==> config.mk <==
export PLATFORM = sky130hd
export DESIGN_NAME = spi_frame_writer
export DESIGN_NICKNAME = d
export VERILOG_FILES = /design/src/rtl/spi_frame_writer.sv
export SDC_FILE = /design/constraint.sdc
export NUM_CORES = 1
export LEC_CHECK = 0
export CORE_UTILIZATION = 49
export DETAILED_ROUTE_END_ITERATION = 12
export GPL_TIMING_DRIVEN = 0
export PLACE_DENSITY = 0.81
export SYNTH_ARGS = -nofsm -noshare
export SYNTH_HDL_FRONTEND = slang
export SYNTH_SLANG_ARGS = --single-unit
==> constraint.sdc <==
create_clock -name clk -period 3.21 [get_ports clk]
set_input_delay 0.642 -clock clk [delete_from_list [all_inputs] [get_ports clk]]
set_output_delay 0.642 -clock clk [all_outputs]
set_load 0.05 [all_outputs]
==> src/rtl/spi_frame_writer.sv <==
// rtl/spi_frame_writer.sv - SPI slave byte receiver that packs LED pixel bytes into RAM and triggers transmit
//
// Ports:
//   clk        system clock, at least 8x spi_sclk
//   rst_n      asynchronous active-low reset
//   spi_sclk   SPI clock (mode 0, idle low), MOSI sampled on its rising edge
//   spi_mosi   SPI data, MSB first
//   spi_cs_n   SPI chip select, active low, one frame per low period
//   trans_busy downstream serializer is transmitting
//   spi_data   assembled byte, replicated to all RAM lanes downstream
//   byte_en    one-hot RAM byte enable (lane 3 first)
//   wraddress  RAM word address
//   wren       RAM write strobe, one cycle per byte
//   read       transmit trigger pulse, one cycle
//   frame_len  bytes accepted in the last completed frame
//   ovf        sticky overflow of the last frame, cleared at next frame start

module spi_frame_writer #(
    parameter int SYNC_STAGES = 2,
    parameter int ADDR_W      = 6
) (
    input  logic              clk,
    input  logic              rst_n,
    input  logic              spi_sclk,
    input  logic              spi_mosi,
    input  logic              spi_cs_n,
    input  logic              trans_busy,
    output logic [7:0]        spi_data,
    output logic [3:0]        byte_en,
    output logic [ADDR_W-1:0] wraddress,
    output logic              wren,
    output logic              read,
    output logic [ADDR_W+2:0] frame_len,
    output logic              ovf
);

    localparam int CNT_W = ADDR_W + 3;
    localparam logic [CNT_W-1:0] CAP = CNT_W'(4 << ADDR_W);

    typedef enum logic [1:0] {
        IDLE = 2'd0,
        RECV = 2'd1,
        DONE = 2'd2
    } state_t;

    state_t           state;
    logic [SYNC_STAGES-1:0] sclk_sync;
    logic [SYNC_STAGES-1:0] mosi_sync;
    logic [SYNC_STAGES-1:0] cs_sync;
    logic             sclk_d;
    logic             cs_d;
    logic [SYNC_STAGES:0] settle;

    logic [7:0]       shift_reg;
    logic [2:0]       bit_cnt;
    logic [CNT_W-1:0] byte_cnt;
    logic             pending;

    logic             sclk_s;
    logic             mosi_s;
    logic             cs_s;
    logic             settled;
    logic             sclk_rise;
    logic             cs_fall;
    logic             cs_rise;
    logic [7:0]       next_shift;
    logic             byte_done;
    logic             wr_now;
    logic [CNT_W-1:0] cnt_after;

    // Synchronizers. cs_n presets high and sclk low so reset looks like an idle bus.
    always_ff @(posedge clk or negedge rst_n) begin
        if (!rst_n) begin
            sclk_sync <= '0;
            mosi_sync <= '0;
            cs_sync   <= '1;
            sclk_d    <= 1'b0;
            cs_d      <= 1'b1;
            settle    <= '0;
        end else begin
            sclk_sync <= {sclk_sync[SYNC_STAGES-2:0], spi_sclk};
            mosi_sync <= {mosi_sync[SYNC_STAGES-2:0], spi_mosi};
            cs_sync   <= {cs_sync[SYNC_STAGES-2:0], spi_cs_n};
            sclk_d    <= sclk_s;
            cs_d      <= cs_s;
            settle    <= {settle[SYNC_STAGES-1:0], 1'b1};
        end
    end

    // Edges are masked until the pipeline has flushed the reset preset; otherwise a
    // cs_n held low through reset release would look like a falling edge.
    always_comb begin
        sclk_s     = sclk_sync[SYNC_STAGES-1];
        mosi_s     = mosi_sync[SYNC_STAGES-1];
        cs_s       = cs_sync[SYNC_STAGES-1];
        settled    = settle[SYNC_STAGES];
        sclk_rise  = settled & sclk_s & ~sclk_d;
        cs_fall    = settled & ~cs_s & cs_d;
        cs_rise    = settled & cs_s & ~cs_d;
        next_shift = {shift_reg[6:0], mosi_s};
        byte_done  = (state == RECV) && sclk_rise && (bit_cnt == 3'd7);
        wr_now     = byte_done && (byte_cnt < CAP);
        cnt_after  = byte_cnt + CNT_W'(wr_now);
    end

    always_ff @(posedge clk or negedge rst_n) begin
        if (!rst_n) begin
            state     <= IDLE;
            shift_reg <= '0;
            bit_cnt   <= '0;
            byte_cnt  <= '0;
            pending   <= 1'b0;
            spi_data  <= '0;
            byte_en   <= '0;
            wraddress <= '0;
            wren      <= 1'b0;
            read      <= 1'b0;
            frame_len <= '0;
            ovf       <= 1'b0;
        end else begin
            wren <= 1'b0;
            read <= 1'b0;
            case (state)
                IDLE: begin
                    if (cs_fall) begin
                        byte_cnt <= '0;
                        bit_cnt  <= '0;
                        ovf      <= 1'b0;
                        state    <= RECV;
                    end
                end
                RECV: begin
                    if (sclk_rise) begin
                        shift_reg <= next_shift;
                        bit_cnt   <= bit_cnt + 3'd1;
                    end
                    if (wr_now) begin
                        spi_data  <= next_shift;
                        wraddress <= byte_cnt[ADDR_W+1:2];
                        byte_en   <= 4'b1000 >> byte_cnt[1:0];
                        wren      <= 1'b1;
                        byte_cnt  <= cnt_after;
                    end else if (byte_done) begin
                        ovf <= 1'b1;
                    end
                    // A byte finishing on the same cycle as cs_n rising is still counted.
                    if (cs_rise) begin
                        frame_len <= cnt_after;
                        bit_cnt   <= '0;
                        state     <= (cnt_after == '0) ? IDLE : DONE;
                    end
                end
                DONE: begin
                    // A new frame start abandons the deferred trigger.
                    if (cs_fall) begin
                        byte_cnt <= '0;
                        bit_cnt  <= '0;
                        ovf      <= 1'b0;
                        pending  <= 1'b0;
                        state    <= RECV;
                    end else if (!trans_busy) begin
                        read    <= 1'b1;
                        pending <= 1'b0;
                        state   <= IDLE;
                    end else if (!pending) begin
                        pending <= 1'b1;
                    end
                end
                default: state <= IDLE;
            endcase
        end
    end

endmodule

# Word level (Yosys, flattened, before mapping)
# Cells that the tools add are included.
# totals
register_bits	62
out_inout_bits	30
word_cells	77
# classes
n_addsub	2
order_cmp	1
n_eq_ne	11
n_shift	1
n_mux	22
bitwise_logic	9
n_reduce_logical	14
# op_table
op	n
two-way mux 9 bit	2
case mux 9 bit (2 select lines)	1
two-way mux 2 bit	5
!= test 2 bit, second input constant	5
adder 9 x 1 -> 9 bit	1
logical NOT 9 bit	1
< comparator 9 bit, second input constant	1
two-way mux 3 bit	3
AND reduction 3 bit	3
two-way mux 1 bit	8
bitwise AND 1 bit	6
!= test 3 bit, second input constant	2
case mux 2 bit (3 select lines)	1
case mux 3 bit (2 select lines)	1
AND reduction 2 bit	3
AND reduction 4 bit	1
right shift 4 x 2 -> 4 bit, first input constant	1
adder 3 x 1 -> 3 bit, second input constant	1
== test 3 bit, second input constant	1
logical AND 1 bit	3
inverter 1 bit	3
== test 2 x 1 -> 1 bit, second input constant	1
== test 2 bit, second input constant	1
logical NOT 2 bit	1
other kinds (4)	4

# Depth between registers and ports, before layout
# Gate-level depths: netlist of the first run.
# depth
word_depth	10
depth_mapped	13
ltp_nobuf	12

# Least setup slack after synthesis of the first run
# OpenSTA, ideal clock, no wires.
# synth_path
path_type	register -> register
from	register bit_cnt[0]
to	register state[1]
setup_ps	139
arrival_ps	2956
required_time_ps	3071
setup_slack_ps	115
stages_incl_launch_ff	14
n_path_buf	1
synth_period_minus_slack_ps	3095
path_cell_list	dfrtp_1 ha_1 ha_1 inv_1 or4_4 clkinv_2 buf_4 ha_1 ha_1 nand3_1 nor3_1 xor2_1 o41ai_1 nand3_1
# synth_between
elab_chain_cells	8
# synth_rtl
item	line_no	text
from (decl)	55	logic [2:0] bit_cnt;
from (signal assigned)	135	bit_cnt <= bit_cnt + 3'd1;
== test 3 bit	101	byte_done = (state == RECV) && sclk_rise && (bit_cnt == 3'd7);
logical AND 1 bit	101	
logical AND 1 bit	102	wr_now = byte_done && (byte_cnt < CAP);
adder 9 x 1 -> 9 bit	103	cnt_after = byte_cnt + CNT_W'(wr_now);
logical NOT 9 bit	150	state <= (cnt_after == '0) ? IDLE : DONE;
two-way mux 2 bit	150	
two-way mux 2 bit	147	if (cs_rise) begin
case mux 2 bit (3 select lines)	123	case (state)
to (signal assigned)	150	
to (decl)	46	state_t state;
# Every way passes these cells. The select of a mux whose other input is x is not followed.
# A chain may end at the register's enable or synchronous reset.

# Final worst setup path of the first run
# Ends and elaborated chain as after synthesis.

==> run summary, run 1 <==
Clock-pin slew was measured on the worst setup and hold paths at 70 ps. The die outline width is 74.90 µm, and the routability congestion estimate from global placement is 0.8447. The number of enable flip-flop cells after synthesis is 0, and the total via count in the routed design is 1846. The run finished with clean final reports. In the routed design, unresolved DRC markers number 0. At the pin with the least slew margin, the transition time is 595.8 ps. The type of element launching the critical path is a flip-flop.

The switching power of the nets was 0.0004497 W. TritonCTS built the clock tree. The endpoint identified for the worst register-to-register timing path is state[1]. The tools report the part of the power in the clock network as 0.355. The die covers 5609 µm². For the worst-case clock skew, the log shows 8.412 ps.

The tools report the number of global-route vias before repair as 1781. Setup repair after global routing left no endpoint under its margin. sky130_fd_sc_hd__nand2_1 is the most common cell in the netlist. Data arrives at the worst endpoint at 3160 ps. The boundary pin count was 36; the global-route wire length before repair was 8017 µm. The first detailed-routing pass ran for 4 iterations. Worst min-delay path category: in2async. Of all nets on the critical path, the largest fanout is 18. Across all register-to-register paths, the minimum setup slack is 260 ps.

The placed instances occupy a cell area of 3057 µm². The relative slew slack was 0.5985; the layout-stage area growth over the synthesis result was 25.66%. For this run, the post-layout net count is 297. The share of power burned in combinational logic is 0.123, and the number of sinks driven by the clock tree is 62. In the final routed layout, each cell accounts on average for 13.23 µm. After synthesis, the netlist uses 44 different library cells. Across the VDD grid, the largest voltage drop is 309.6 µV. The tools report the static leakage as 1.581 nW. The max-slew violation total from the final report was 0. The post-DP HPWL was 3246 µm. The total power divided by cell area is 525.6 nW/µm², and the warning count from the yosys run is 0. Sorting the synthesized cells by how often they occur yields 72 x sky130_fd_sc_hd__nand2_1, 59 x sky130_fd_sc_hd__dfrtp_1, 12 x sky130_fd_sc_hd__mux2_2. The tools report the CTS buffer count as 9.

For the register area share after synthesis, the log shows 0.5973. After detailed routing, the number of vias per cell comes to 5.128. For this block, the routed nets add up to 4763 µm of wire. The mean instance size in the synthesized netlist is 10.85 µm². The tools report the root buffer selected by CTS as sky130_fd_sc_hd__clkbuf_8. The overall overflow remaining after global route was 0; the total routing resource utilization after global routing was 0.1966. For the area taken by multi-input logic gates, the log shows 985.9 µm². STA classifies the critical path endpoint as a flip-flop.

The finished cells cover 3272 µm². The worst register-to-register path begins at bit_cnt[0]. The switching power share of the total was 0.2615; the minimum period implied by the final worst setup slack was 2950 ps. In the post-synthesis netlist, the biggest area contributors are sky130_fd_sc_hd__dfrtp_1 57%, sky130_fd_sc_hd__nand2_1 10%, sky130_fd_sc_hd__mux2_2 5.2%. The largest registers in the layout are byte_cnt (9), frame_len (9), spi_data (8). The run gives 37 as the maximum number of pins on one net before global-route repair.

The initialized floorplan defines 26 standard-cell rows. Summed over all instances, the cell type with the most area after synthesis is sky130_fd_sc_hd__dfrtp_1. The tools report the overall power after layout as 0.001720 W.

The later pin in the worst-skew pair is clocked with a latency of 340 ps. In this run the cell area of the synthesized design comes to 2604 µm². Share of total power in sequential cells: 0.522.

The proportion of layout cells with a drive suffix above 1 was 0.1862; the fraction of synthesis flops using an asynchronous set or reset pin was 1.000. For the total inserted antenna cells, the log shows 0. Setup violations remaining at the end of the flow were counted as 0. The number of endpoints with negative hold slack in the final report came out at 0. The internal power consumption was 0.001270 W; the number of cell instances on the worst register-to-register path was 12. The fraction of post-synthesis cell area in the top cell type by area is 0.5670. In the synthesized netlist, the number of instances is 240. The sequential cells in the finished layout cover a total of 1555 µm².

The first routing iteration left 120 violations. The max capacitance violation total was 0. The number of nets in the synthesized netlist is 250. In this run the standard cell core region covers 5107 µm². The most instantiated flip-flop cell in the synthesis netlist was sky130_fd_sc_hd__dfrtp_1. For this run, the top clock speed supported by timing is 339.0 MHz. The die is 74.90 µm tall. The initial core utilization is 0.5098, and the number of buffers on the longest clock path is 2. In this run the remaining antenna-violating nets after routing total 0.

The port buffer count is 35, and the required time of the critical path is 3420 ps. By startpoint and endpoint, the worst setup path is classified as reg2reg. The filler cell count came out at 413.

The post-route clock period utilization is 0.9190, and the total number of H-tree levels is 3. The number of antenna violations at the first check in global routing is 0. After synthesis the netlist holds a flip-flop and latch count of 62.
-- power by group through the flow --
stage / sequential [W] / clock [W] / combinational [W]
after CTS: 0.000898 / 0.000622 / 0.000215
after detailed placement: 0.000909 / 0 / 0.000213
after global routing: 0.000905 / 0.000652 / 0.000229
after floorplan: 0.000960 / 0 / 0.0000751
after global placement: 0.000903 / 0 / 0.000203
final: 0.000897 / 0.000610 / 0.000212
-- cells in the final DEF (no fill, tap or decap), types with 2 or more instances in the layout --
cell,instances
sky130_fd_sc_hd__mux2_2,12
sky130_fd_sc_hd__clkinv_2,2
sky130_fd_sc_hd__buf_2,4
sky130_fd_sc_hd__a21oi_1,5
sky130_fd_sc_hd__xor2_1,5
sky130_fd_sc_hd__clkbuf_1,3
sky130_fd_sc_hd__nor2_1,9
sky130_fd_sc_hd__o21ai_1,7
sky130_fd_sc_hd__ha_1,2
sky130_fd_sc_hd__nand3b_1,2
sky130_fd_sc_hd__a31oi_1,2
sky130_fd_sc_hd__xnor2_1,3
sky130_fd_sc_hd__dfstp_2,3
sky130_fd_sc_hd__buf_6,4
sky130_fd_sc_hd__dfrtp_1,59
sky130_fd_sc_hd__nand3_1,6
sky130_fd_sc_hd__a21o_1,2
sky130_fd_sc_hd__nor2_2,3
sky130_fd_sc_hd__clkdlybuf4s50_1,34
sky130_fd_sc_hd__clkbuf_8,12
sky130_fd_sc_hd__a22o_1,3
sky130_fd_sc_hd__nand2_1,72
sky130_fd_sc_hd__inv_1,3
sky130_fd_sc_hd__buf_4,2
sky130_fd_sc_hd__o21ai_0,2
sky130_fd_sc_hd__nor3_2,2
sky130_fd_sc_hd__nor3_1,3
-- repair_timing --
item,4_1_cts,5_1_grt
hold buffers,0,0
endpoints found under the setup margin,2,1
pin swaps,0,1
gates resized for setup,5,3
buffers inserted,0,1
-- cell families (layout without fill, tap and decap cells) --
family / Yosys count / count (layout) / share of synthesized area
other: 1 / 1 / 0.001440
AO/OA/AOI/OAI: 29 / 29 / 0.07593
adder cells (fa/ha/maj): 4 / 4 / 0.01922
multiplexers: 12 / 12 / 0.05190
AND/OR/NAND/NOR: 108 / 108 / 0.1874
flip-flops: 62 / 62 / 0.5973
buffers and inverters: 16 / 66 / 0.03988
XOR/XNOR: 8 / 8 / 0.02691
-- critical path, cell delays in order (launching register included) --
cell and delay (ps):
sky130_fd_sc_hd__dfrtp_1 360, sky130_fd_sc_hd__ha_1 160, sky130_fd_sc_hd__ha_1 170, sky130_fd_sc_hd__inv_1 70, sky130_fd_sc_hd__or4_4 550, sky130_fd_sc_hd__clkinv_2 210, sky130_fd_sc_hd__ha_2 280, sky130_fd_sc_hd__ha_4 180
sky130_fd_sc_hd__nand3_4 110, sky130_fd_sc_hd__nor3_4 160, sky130_fd_sc_hd__xor2_1 120, sky130_fd_sc_hd__o41ai_1 350, sky130_fd_sc_hd__nand3_1 110
-- cell type report --
class | count | area share
inverters | 4 | 0.004971
plain buffers | 11 | 0.02447
multi-input cells | 162 | 0.3013
clock inverters | 1 | 0.001530
well taps | 70 | 0.02677
repair buffers | 37 | 0.1140
clock buffers | 13 | 0.05163
flip-flops and latches | 62 | 0.4753
-- through the flow --
| stage | setup slack (ps) | util | hold WS [ps] | setup TNS [ps] | instances |
|---|---|---|---|---|---|
| 2_1_floorplan | 115.3 | - | 331.2 | 0 | 240 |
| 4_1_cts | 17.70 | 0.6382 | 322.6 | 0 | 360 |
| 3_5_place_dp | -262.9 | 0.5985 | 340.3 | -338.1 | 346 |
| 6_report | 260.1 | 0.6406 | 305.2 | 0 | 360 |
| 3_3_place_gp | -395.4 | 0.5955 | 331.9 | -23390 | 345 |
| 5_1_grt | 25.66 | 0.6406 | 358.1 | 0 | 360 |
-- worst max path at each step --
stage | cells past startpoint | start | end
2_1_floorplan | 13 | bit_cnt[0] | state[1]
3_5_place_dp | 13 | bit_cnt[0] | state[1]
4_1_cts | 13 | bit_cnt[0] | state[1]
5_1_grt | 12 | bit_cnt[0] | state[1]
6_report | 12 | bit_cnt[0] | state[1]
3_3_place_gp | 1 | rst_n | spi_data[4]
-- layer usage --
layer / global-route usage / routed length [µm] / share of wire / vias up
li1: - / - / - / 905
met1: 0.2502 / 2109 / 0.44 / 897
met2: 0.3133 / 2403 / 0.50 / 33
met3: 0.04552 / 144 / 0.030 / 11
met4: 0.1069 / 106 / 0.022 / 0
met5: 0 / 0 / 0 / -
Note: power is estimated with default switching activity, not from simulation.
==> run 2: changes to the inputs <==
- CORE_UTILIZATION: 49 -> 25
- PLACE_DENSITY: 0.81 -> 0.5
- SETUP_SLACK_MARGIN: not set -> 0.4
==> run 2 against run 1 <==
Net effect: critical path depth is 1 lower; register-to-register slack better by 210 ps; sequential cell count stayed put; final area is 6.8% higher; cell count is 19% higher; routed wire length is 15% higher; sequential power is 0.4% lower; count of clock-buffer cells in the layout is 2 lower; power is 9.8% higher.
==> run summary, run 2 (synthesized netlist as in run 1, its figures left out) <==
Counting the buffers created by CTS gives 9. The run gives 3410 ps as the required time of the critical path. The endpoint of the worst register-to-register path was state[1]. The average detailed-routed wire length per instance is 12.69 µm, and the total via count in the routed design is 1837. TritonCTS built the clock tree. The largest registers in the layout are byte_cnt (9), frame_len (9), spi_data (8). Traced cell by cell, the critical path runs through nand4b_4 > or4_4 > clkinv_8 > buf_8 > ha_4 > ha_4 > nand3_4 > nor3_4 > xor2_2 > o41ai_2 > nand3_1.

The setup check on the worst reg-to-reg path leaves a slack of 470 ps. The run gives 0 as the max-slew violation total from the final report. Setup repair after global routing could not meet its margin everywhere.

The critical path's largest stage delay is 600 ps, and the total routing resource utilization after global routing is 0.1130. In this run the core area contains 36 standard-cell rows. The clock edge transition at the registers on the reported setup and hold paths works out to 70 ps. The proportion of layout cells with a drive suffix above 1 came out at 0.2222.

The first global-routing pass estimated 9515 µm of wire. For the detailed router's first-iteration violation count, the log shows 78. The routed design could run at a clock period as short as 2744 ps. The static leakage is 1.648 nW, and the post-place instance area is 3143 µm². The summed area of non-filler cells in the final layout was 3496 µm². The flow ran to the end, and the final reports show no timing, DRC or antenna violations.

Number of antenna violations at the first check in global routing: 0. The library cell used most frequently in the layout, excluding fill and tap cells, is sky130_fd_sc_hd__nand2_1. For this run, design rule violations remaining after detail routing come to 0. The logs give 9955 µm² for the placeable core region and 0 for the number of endpoints with negative hold slack in the final report. The worst register-to-register path has a depth of 11. The area taken by multi-input logic gates came out at 1025 µm². The clock arrives with 8.007 ps of skew. At the pin with the least slew margin, the transition time is 783.3 ps. The run gives 0 as the overall overflow remaining after global route. For the total inserted antenna cells, the log shows 0. The count of nets left with antenna violations once routing finished came out at 0. In this run the most critical hold path is launched from settle[0]. The logs give 0 for the max capacitance violation total and 0.4778 for the relative slew slack. The total buffers and inverters traversed by the critical path came out at 2.

Among the stages of the critical path, the cell type that occurs most often is sky130_fd_sc_hd__ha_4. The H-tree was split into 3 levels. The filler cell count is 1000.

Dividing total power by cell area gives a power density of 540.2 nW/µm². The tools report the hold path endpoint as settle[1]. At the worst endpoint, the arrival time is 2940 ps. The cell at the slowest stage of the critical path was sky130_fd_sc_hd__or4_4. Final core utilization: 0.3512. Number of endpoints failing setup at the final stage: 0. Clock latency at the later pin of the worst-skew pair: 340 ps.

On the critical path the largest part of the delay comes from simple AND/OR/NAND/NOR gates. The worst hold path passes through 0 cells. CTS saw 62 sinks.

Area occupied by registers: 1556 µm². The wire-length estimate of the detail-placed layout is 3549 µm. Timing would allow up to 364.4 MHz.

Of all nets on the critical path, the largest fanout is 10. The category of the most critical setup path is reg2reg. Input and output buffers added on the ports amount to 35. The congestion estimate from routability-driven global placement came to 0.7461. In the layout the commonest cells are 72 x sky130_fd_sc_hd__nand2_1, 58 x sky130_fd_sc_hd__dfrtp_1, 34 x sky130_fd_sc_hd__clkdlybuf4s50_1. For the initial core utilization, the log shows 0.2616.

The die covers 10830 µm². Clock tree synthesis selected as its root buffer the cell sky130_fd_sc_hd__clkbuf_8. The worst setup path is launched from a flip-flop.

Across the VDD grid, the largest voltage drop is 246.6 µV. Measured along the x axis, the die boundary spans 104.1 µm. The clock passes through at most 2 buffers. The y dimension of the die works out to 104.1 µm. Entering global routing, the biggest net connects 63 pins. The tools report the kind of capture point of the worst setup path as a flip-flop. The tools report the launch point of the worst reg-to-reg path as settle[2]. At the end of the flow, the number of nets in the layout was 302. The tightest min-delay check is of the reg2reg type. The tools report the number of global-route vias before repair as 1897. The via count normalized by instance count is 4.272.

36 I/O pins were placed. The area growth from synthesis to layout is 34.26%. Before antenna repair, the detailed router went through 4 iterations. Wires add up to 5457 µm. Post-route clock period utilization: 0.8549.
## run 2: what timing repair did
| action | in CTS | in global routing |
|---|---|---|
| gates cloned | 0 | 0 |
| pin swaps | 3 | 2 |
| hold buffers | 0 | 0 |
| buffers inserted | 4 | 2 |
| endpoints found under the setup margin | 8 | 4 |
| resized for setup | 9 | 4 |
| hold endpoints to repair | 0 | 0 |
## run 2: how the worst max path moves through the flow
| stage | start | to | slack, ps | depth (start not counted) |
|---|---|---|---|---|
| floorplan | bit_cnt[0] | state[1] | 410 | 13 |
| global placement | rst_n | frame_len[4] | -550 | 1 |
| detailed placement | bit_cnt[0] | state[1] | 60 | 13 |
| CTS | bit_cnt[1] | state[1] | 410 | 13 |
| global route | bit_cnt[1] | state[1] | 300 | 13 |
| finish | settle[2] | state[1] | 470 | 11 |
## run 2: metal layers
| layer | vias to the layer above | wire length [µm] | track usage | part of all wire |
|---|---|---|---|---|
| li1 | 912 | - | - | - |
| met1 | 877 | 2563 | 0.1464 | 0.47 |
| met2 | 42 | 2579 | 0.1767 | 0.47 |
| met3 | 6 | 262 | 0.04198 | 0.048 |
| met4 | 0 | 51 | 0.03061 | 0.0093 |
| met5 | - | 0 | 0 | 0 |
## run 2: final cells by class
class | count | area share
sequential | 62 | 0.4452
clock inverter | 5 | 0.02326
timing repair buffer | 41 | 0.1124
multi-input combinational | 162 | 0.2931
tap | 133 | 0.04760
clock buffer | 11 | 0.04331
inverter | 4 | 0.007874
buffer | 12 | 0.02720
## run 2: worst reg2reg max path: stages (launching register included)
cell and delay [ps]:
sky130_fd_sc_hd__dfrtp_1 450, sky130_fd_sc_hd__nand4b_4 140, sky130_fd_sc_hd__or4_4 610, sky130_fd_sc_hd__clkinv_8 100
sky130_fd_sc_hd__buf_8 140, sky130_fd_sc_hd__ha_4 160, sky130_fd_sc_hd__ha_4 150, sky130_fd_sc_hd__nand3_4 100
sky130_fd_sc_hd__nor3_4 220, sky130_fd_sc_hd__xor2_2 120, sky130_fd_sc_hd__o41ai_2 330, sky130_fd_sc_hd__nand3_1 100
## run 2: report_power, final
group / switching, W / internal [W]
clock: 0.000305 / 0.000479
combinational: 0.000123 / 0.0000885
sequential: 0.0000441 / 0.000849
## run 2: stage by stage
step	setup WS, ps	cells	total power, W	hold slack [ps]	setup TNS (ps)
after global placement	-550.6	408	0.001111	332.1	-32280
after CTS	412.0	428	0.001922	352.9	0
final	465.8	430	0.001888	349.7	0
after floorplan	409.4	240	0.001036	331.2	0
after detailed placement	56.25	408	0.001117	336.2	0
after global routing	301.4	430	0.001987	365.1	0
